`config.mk`:
```
export PLATFORM = sky130hd
export DESIGN_NAME = piece_geometry_unit
export DESIGN_NICKNAME = d
export VERILOG_FILES = /design/src/rtl/piece_geometry_unit.sv
export SDC_FILE = /design/constraint.sdc
export NUM_CORES = 1
export LEC_CHECK = 0
export ABC_AREA = 0
export BUFFER_PORTS_ARGS = -buffer_cell sky130_fd_sc_hd__buf_2
export CELL_PAD_IN_SITES_DETAIL_PLACEMENT = 1
export CELL_PAD_IN_SITES_GLOBAL_PLACEMENT = 2
export CORE_AREA = 8 8 80 82
export CTS_BUF_LIST = sky130_fd_sc_hd__clkbuf_2
export DETAILED_ROUTE_END_ITERATION = 12
export DIE_AREA = 0 0 88 90
export GPL_TIMING_DRIVEN = 0
export HOLD_SLACK_MARGIN = 0.08
export PLACE_DENSITY = 0.86
export RECOVER_POWER = 100
export SLEW_MARGIN = 25
export SYNTH_ARGS = -nofsm -noshare
export SYNTH_HDL_FRONTEND = slang
export SYNTH_SLANG_ARGS = --single-unit
```
`constraint.sdc`:
```
create_clock -name clk -period 3.9 [get_ports clk]
set_clock_uncertainty 0.1 [all_clocks]
set_input_delay 0.195 -clock clk [delete_from_list [all_inputs] [get_ports clk]]
set_output_delay 0.195 -clock clk [all_outputs]
set_load 0.02 [all_outputs]
```
`src/rtl/piece_geometry_unit.sv`:
```
// Tetromino geometry engine: holds the active piece (type, rotation, origin), takes load/rotate/redraw
// commands over valid/ready and then streams the four absolute board cells, one per cell handshake.
module piece_geometry_unit #(
  parameter int COORD_W = 5
) (
  input  logic               clk,
  input  logic               resetn,
  input  logic               cmd_valid,
  output logic               cmd_ready,
  input  logic [1:0]         cmd,
  input  logic [2:0]         block,
  input  logic [COORD_W-1:0] origin_x,
  input  logic [COORD_W-1:0] origin_y,
  output logic               cell_valid,
  input  logic               cell_ready,
  output logic [COORD_W-1:0] cell_x,
  output logic [COORD_W-1:0] cell_y,
  output logic [1:0]         cell_idx,
  output logic               cell_last,
  output logic [5:0]         colour,
  output logic [1:0]         rotation,
  output logic               loaded,
  output logic               err,
  output logic               fsm_state
);

  // Handshakes: a transfer happens on a rising edge where valid && ready; valid never waits on ready,
  // and the payload of a presented cell holds until it is taken.
  typedef enum logic {IDLE = 1'b0, EMIT = 1'b1} state_t;

  localparam logic [1:0] CMD_LOAD = 2'b00;
  localparam logic [1:0] CMD_CW   = 2'b01;
  localparam logic [1:0] CMD_CCW  = 2'b10;

  state_t               state_q, state_d;
  logic [2:0]           blk_q;
  logic [COORD_W-1:0]   ox_q, oy_q;
  logic [1:0]           rot_q, idx_q;
  logic                 loaded_q, err_q;
  logic                 accept, reject;
  logic [1:0]           off_x, off_y, box_m1, tmp;
  logic [3:0]           base;

  // Base cell of a piece at rotation 0, packed {x[1:0], y[1:0]}; cell i sits at bits [4i +: 4].
  function automatic logic [3:0] base_cell(input logic [2:0] b, input logic [1:0] i);
    logic [15:0] tbl;
    case (b)
      3'd0:    tbl = 16'b1101_1001_0101_0001; // I
      3'd1:    tbl = 16'b1001_0101_0001_0000; // J
      3'd2:    tbl = 16'b1001_0101_0001_1000; // L
      3'd3:    tbl = 16'b0101_0001_0100_0000; // O
      3'd4:    tbl = 16'b0101_0001_1000_0100; // S
      3'd5:    tbl = 16'b1001_0101_0001_0100; // T
      3'd6:    tbl = 16'b1001_0101_0100_0000; // Z
      default: tbl = 16'b0;
    endcase
    return tbl[{i, 2'b00} +: 4];
  endfunction

  function automatic logic [5:0] piece_colour(input logic [2:0] b);
    case (b)
      3'd0:    return 6'b001111;
      3'd1:    return 6'b000011;
      3'd2:    return 6'b111000;
      3'd3:    return 6'b111100;
      3'd4:    return 6'b001100;
      3'd5:    return 6'b110011;
      3'd6:    return 6'b110000;
      default: return 6'b000000;
    endcase
  endfunction

  always_ff @(posedge clk or negedge resetn) begin
    if (!resetn) state_q <= IDLE;
    else         state_q <= state_d;
  end

  always_comb begin
    state_d = state_q;
    accept  = 1'b0;
    reject  = 1'b0;
    case (state_q)
      IDLE: begin
        if (cmd_valid) begin
          if ((cmd == CMD_LOAD) ? (block != 3'd7) : loaded_q) accept = 1'b1;
          else                                                 reject = 1'b1;
        end
        if (accept) state_d = EMIT;
      end
      EMIT: begin
        if (cell_ready && idx_q == 2'd3) state_d = IDLE;
      end
      default: state_d = IDLE;
    endcase
  end

  always_ff @(posedge clk or negedge resetn) begin
    if (!resetn) begin
      blk_q    <= 3'd0;
      ox_q     <= '0;
      oy_q     <= '0;
      rot_q    <= 2'd0;
      idx_q    <= 2'd0;
      loaded_q <= 1'b0;
      err_q    <= 1'b0;
    end else begin
      err_q <= reject;
      if (accept) begin
        case (cmd)
          CMD_LOAD: begin
            blk_q    <= block;
            ox_q     <= origin_x;
            oy_q     <= origin_y;
            rot_q    <= 2'd0;
            loaded_q <= 1'b1;
          end
          CMD_CW:  rot_q <= rot_q + 2'd1;
          CMD_CCW: rot_q <= rot_q - 2'd1;
          default: ;
        endcase
      end
      // idx wraps 3 -> 0 on the last handshake, so the next stream starts at cell 0.
      if (state_q == EMIT && cell_ready) idx_q <= idx_q + 2'd1;
    end
  end

  // Offset within the N x N box: one CW step maps (x,y) to (N-1-y, x), applied rot_q times.
  always_comb begin
    base   = base_cell(blk_q, idx_q);
    box_m1 = (blk_q == 3'd0) ? 2'd3 : (blk_q == 3'd3) ? 2'd1 : 2'd2;
    off_x  = base[3:2];
    off_y  = base[1:0];
    tmp    = 2'd0;
    for (int k = 0; k < 3; k++) begin
      if (k < int'(rot_q)) begin
        tmp   = off_x;
        off_x = box_m1 - off_y;
        off_y = tmp;
      end
    end
  end

  assign cell_valid = (state_q == EMIT);
  assign cmd_ready  = (state_q == IDLE);
  assign cell_x     = cell_valid ? ox_q + {{(COORD_W-2){1'b0}}, off_x} : '0;
  assign cell_y     = cell_valid ? oy_q + {{(COORD_W-2){1'b0}}, off_y} : '0;
  assign cell_idx   = idx_q;
  assign cell_last  = cell_valid && (idx_q == 2'd3);
  assign colour     = loaded_q ? piece_colour(blk_q) : 6'd0;
  assign rotation   = rot_q;
  assign loaded     = loaded_q;
  assign err        = err_q;
  assign fsm_state  = state_q;

endmodule

```
==> metrics.csv <==
metric;value;unit
Top FF cell, synth;dfrtp_1;
clk sinks;20;
post-synthesis xor/xnor area fraction;6.94;%
number of global-route vias before repair;1723;
FP Rows;27;
initial antenna violation count;0;
DP Wirelength;3440;um
DIE HEIGHT;90;um
GRT Total Usage;12.7;%
Slowest-stage cell, CP;dfrtp_1;
combinational family with the most area after synthesis;simple AND/OR/NAND/NOR gates;
layout cells sized above 1;38.4;%
cell taking the most area after synthesis;dfrtp_1;
number of buffers created by CTS;3;
main area contributors after synthesis;dfrtp_1 (30%), ha_1 (11%), mux2_2 (10%);
Worst Path Max Fanout;4;
post-synthesis adder-cell area fraction;14.5;%
number of enable flip-flop cells after synthesis;0;
Die W;88;um
Setup Slack @ Placement;-0.165;ns
crit-path max cell delay;0.45;ns
Max Freq;249;MHz
area share of and/or/nand/nor cells after synthesis;18.9;%
Die ar.;7920;um2
Root Buffer;clkbuf_2;
Worst-Margin Slew;1.18;ns
synthesized area;1640;um2
pin count of the biggest net entering global routing;21;
IO buf count;44;
area fraction of the dominant cell type after synthesis;30.5;%
CP Launch Type;register;
sequential area share after synthesis;30.5;%
mux cell area share after synthesis;11.5;%
fin. max-slew vios;0;
Vias/cell;4.70;
first-pass GRT wire length;8200;um
syn nets;207;
Final min period;4.02;ns
total core area;5240;um2
total grt overflow;0;
Skew-Pair Late Insertion Delay;0.32;ns
GP Congestion;0.743;
MaxCap Viol Count;0;
Hold Vio Cnt, Final;0;
io pins;45;
cells after synthesis;171;
max_slew headroom;21.6;%
H-tree depth;1;
FFs w/ async S/R, synth;100;%
CTS tree;done;
Mapped Avg Cell Area;9.60;um2
CP required;3.61;ns
Critical Path Sink Type;output pin;
top-count cell post-synth;dfrtp_1;
Area Overhead vs Synth;46.8;%
violated checks;negative setup slack;
synth cell count leaders;dfrtp_1 (20), ha_1 (15), mux2_2 (15), nor2_1 (13), o21ai_0 (10);
RSZ-0062 raised after global routing;true;
#FFs+latches synth;20;
Post-layout nets;287;
Setup Crit Path Kind;register to output pin;
DRT antenna net count;0;
Final Setup Violations;4;
Arr. time, crit path;3.73;ns
DRC;0;
antenna cell count;0;
status;finished with violations;
worst hold path class;input port to register;
DR pass1 iterations;4;
synth unique cells;43;
worst path cell trace;clkbuf_8 -> maj3_2 -> a22o_4 -> inv_4 -> ha_4 -> nor2b_4 -> nand2_1 -> and3_4 -> ha_4 -> xor2_2 -> xnor2_1 -> mux2i_2 -> ha_1 -> a21oi_2 -> nor2b_1 -> xnor2_1 -> nor2_1 -> buf_4;
fin crit share;103;%
fin util;46.0;%
clock buffer depth;2;
worst setup margin;-0.122;ns
compound-gate portion of the synthesized area;12.2;%
Hold WS;0.258;ns
Starting Density;31.4;%
Worst-path clk slew;0.20;ns
Routed WL per cell;15.6;um
WL final;5030;um
DR vias;1513;
DR iter-0 viols;25;
Synth Warn #;0;
==> per-layer routing <==
metal	global-route usage (%)	wire, um	share of wire, %	up-vias
li1	-	-	-	745
met1	14.1	2040	41	737
met2	24.0	2780	55	27
met3	2.46	188	3.7	4
met4	2.15	25	0.50	0
met5	0	0	0	-
==> worst max-delay path, delay by kind of cell, from the launching register on <==
| family | cells | cell delay, ns |
|---|---|---|
| AOI/OAI and AO/OA | 2 | 0.43 |
| and+or+nand+nor | 5 | 0.58 |
| muxes | 1 | 0.24 |
| DFF | 1 | 0.45 |
| adders and majority gates | 4 | 0.88 |
| xor gates and xnor gates | 3 | 0.45 |
| buffers and inverters | 3 | 0.37 |
==> registers in the layout (all words and copies together), names as in the netlist <==
signal,flops
blk_q,3
cell_idx,2
cell_valid,1
err,1
loaded,1
ox_q,5
oy_q,5
rotation,2
==> worst paths after layout <==
kind	to	depth (start not counted)	from	slack (ns)
max reg2reg	ox_q[4]	5	cell_valid	1.52
max	cell_x[3]	18	blk_q[1]	-0.12
min reg2reg	oy_q[0]	1	oy_q[0]	0.44
min	rotation[0]	4	cmd[0]	0.26
max in group asynchronous	ox_q[4]	2	resetn	2.49
min in group asynchronous	oy_q[4]	2	resetn	0.52
==> through the flow <==
step | TNS, ns | area, um2 | instances
finish | -0.352 | 2410 | 322
CTS | -0.136 | 2310 | 316
detailed placement | -0.298 | 1950 | 287
global route | -1.25 | 2410 | 322
global placement | -0.103 | 1950 | 287
floorplan | 0 | 1640 | 171
==> what timing repair did <==
| action | in CTS | in global routing |
|---|---|---|
| pin swaps | 8 | 10 |
| hold endpoints to repair | 36 | 0 |
| gates resized for setup | 24 | 16 |
| hold buffers | 16 | 0 |
| endpoints found under the setup margin | 8 | 8 |
| setup buffers | 9 | 7 |
==> cell families (layout without fill, tap and decap cells) <==
group	after synthesis	count (layout)
AOI/OAI and AO/OA	28	28
muxes	17	17
adders and majority gates	18	18
xor gates and xnor gates	13	13
DFF	20	20
buffers and inverters	19	98
and+or+nand+nor	56	56
==> cell type report <==
class | count | area [um2]
Timing Repair Buffer | 76 | 500
Buffer | 10 | 71.3
Sequential cell | 20 | 500
Clock inverter | 1 | 30.0
Inverter | 8 | 32.5
Fill cell | 606 | 2830
Tap cell | 72 | 90.1
Clock buffer | 3 | 15.0
Multi-Input combinational cell | 132 | 1170
==> cell usage in the layout, fill, tap and decap left out, types with 4 or more instances in the layout <==
master         netlist  routed
nor2_1              13      13
nor2b_1              8       6
o21ai_0             10       9
dlygate4sd3_1        0      16
nand3_1              4       4
ha_1                15      13
nand2_1              6       6
buf_4                3      24
buf_2                0      27
xnor2_1              8       8
clkbuf_1             6      15
dfrtp_1             20      20
inv_1                7       6
mux2_2              15      15
and2_1               8       8
Power is left out: the tool's default activity adds up to more than one toggle a clock period on the data nets, which glitch-free logic cannot reach.
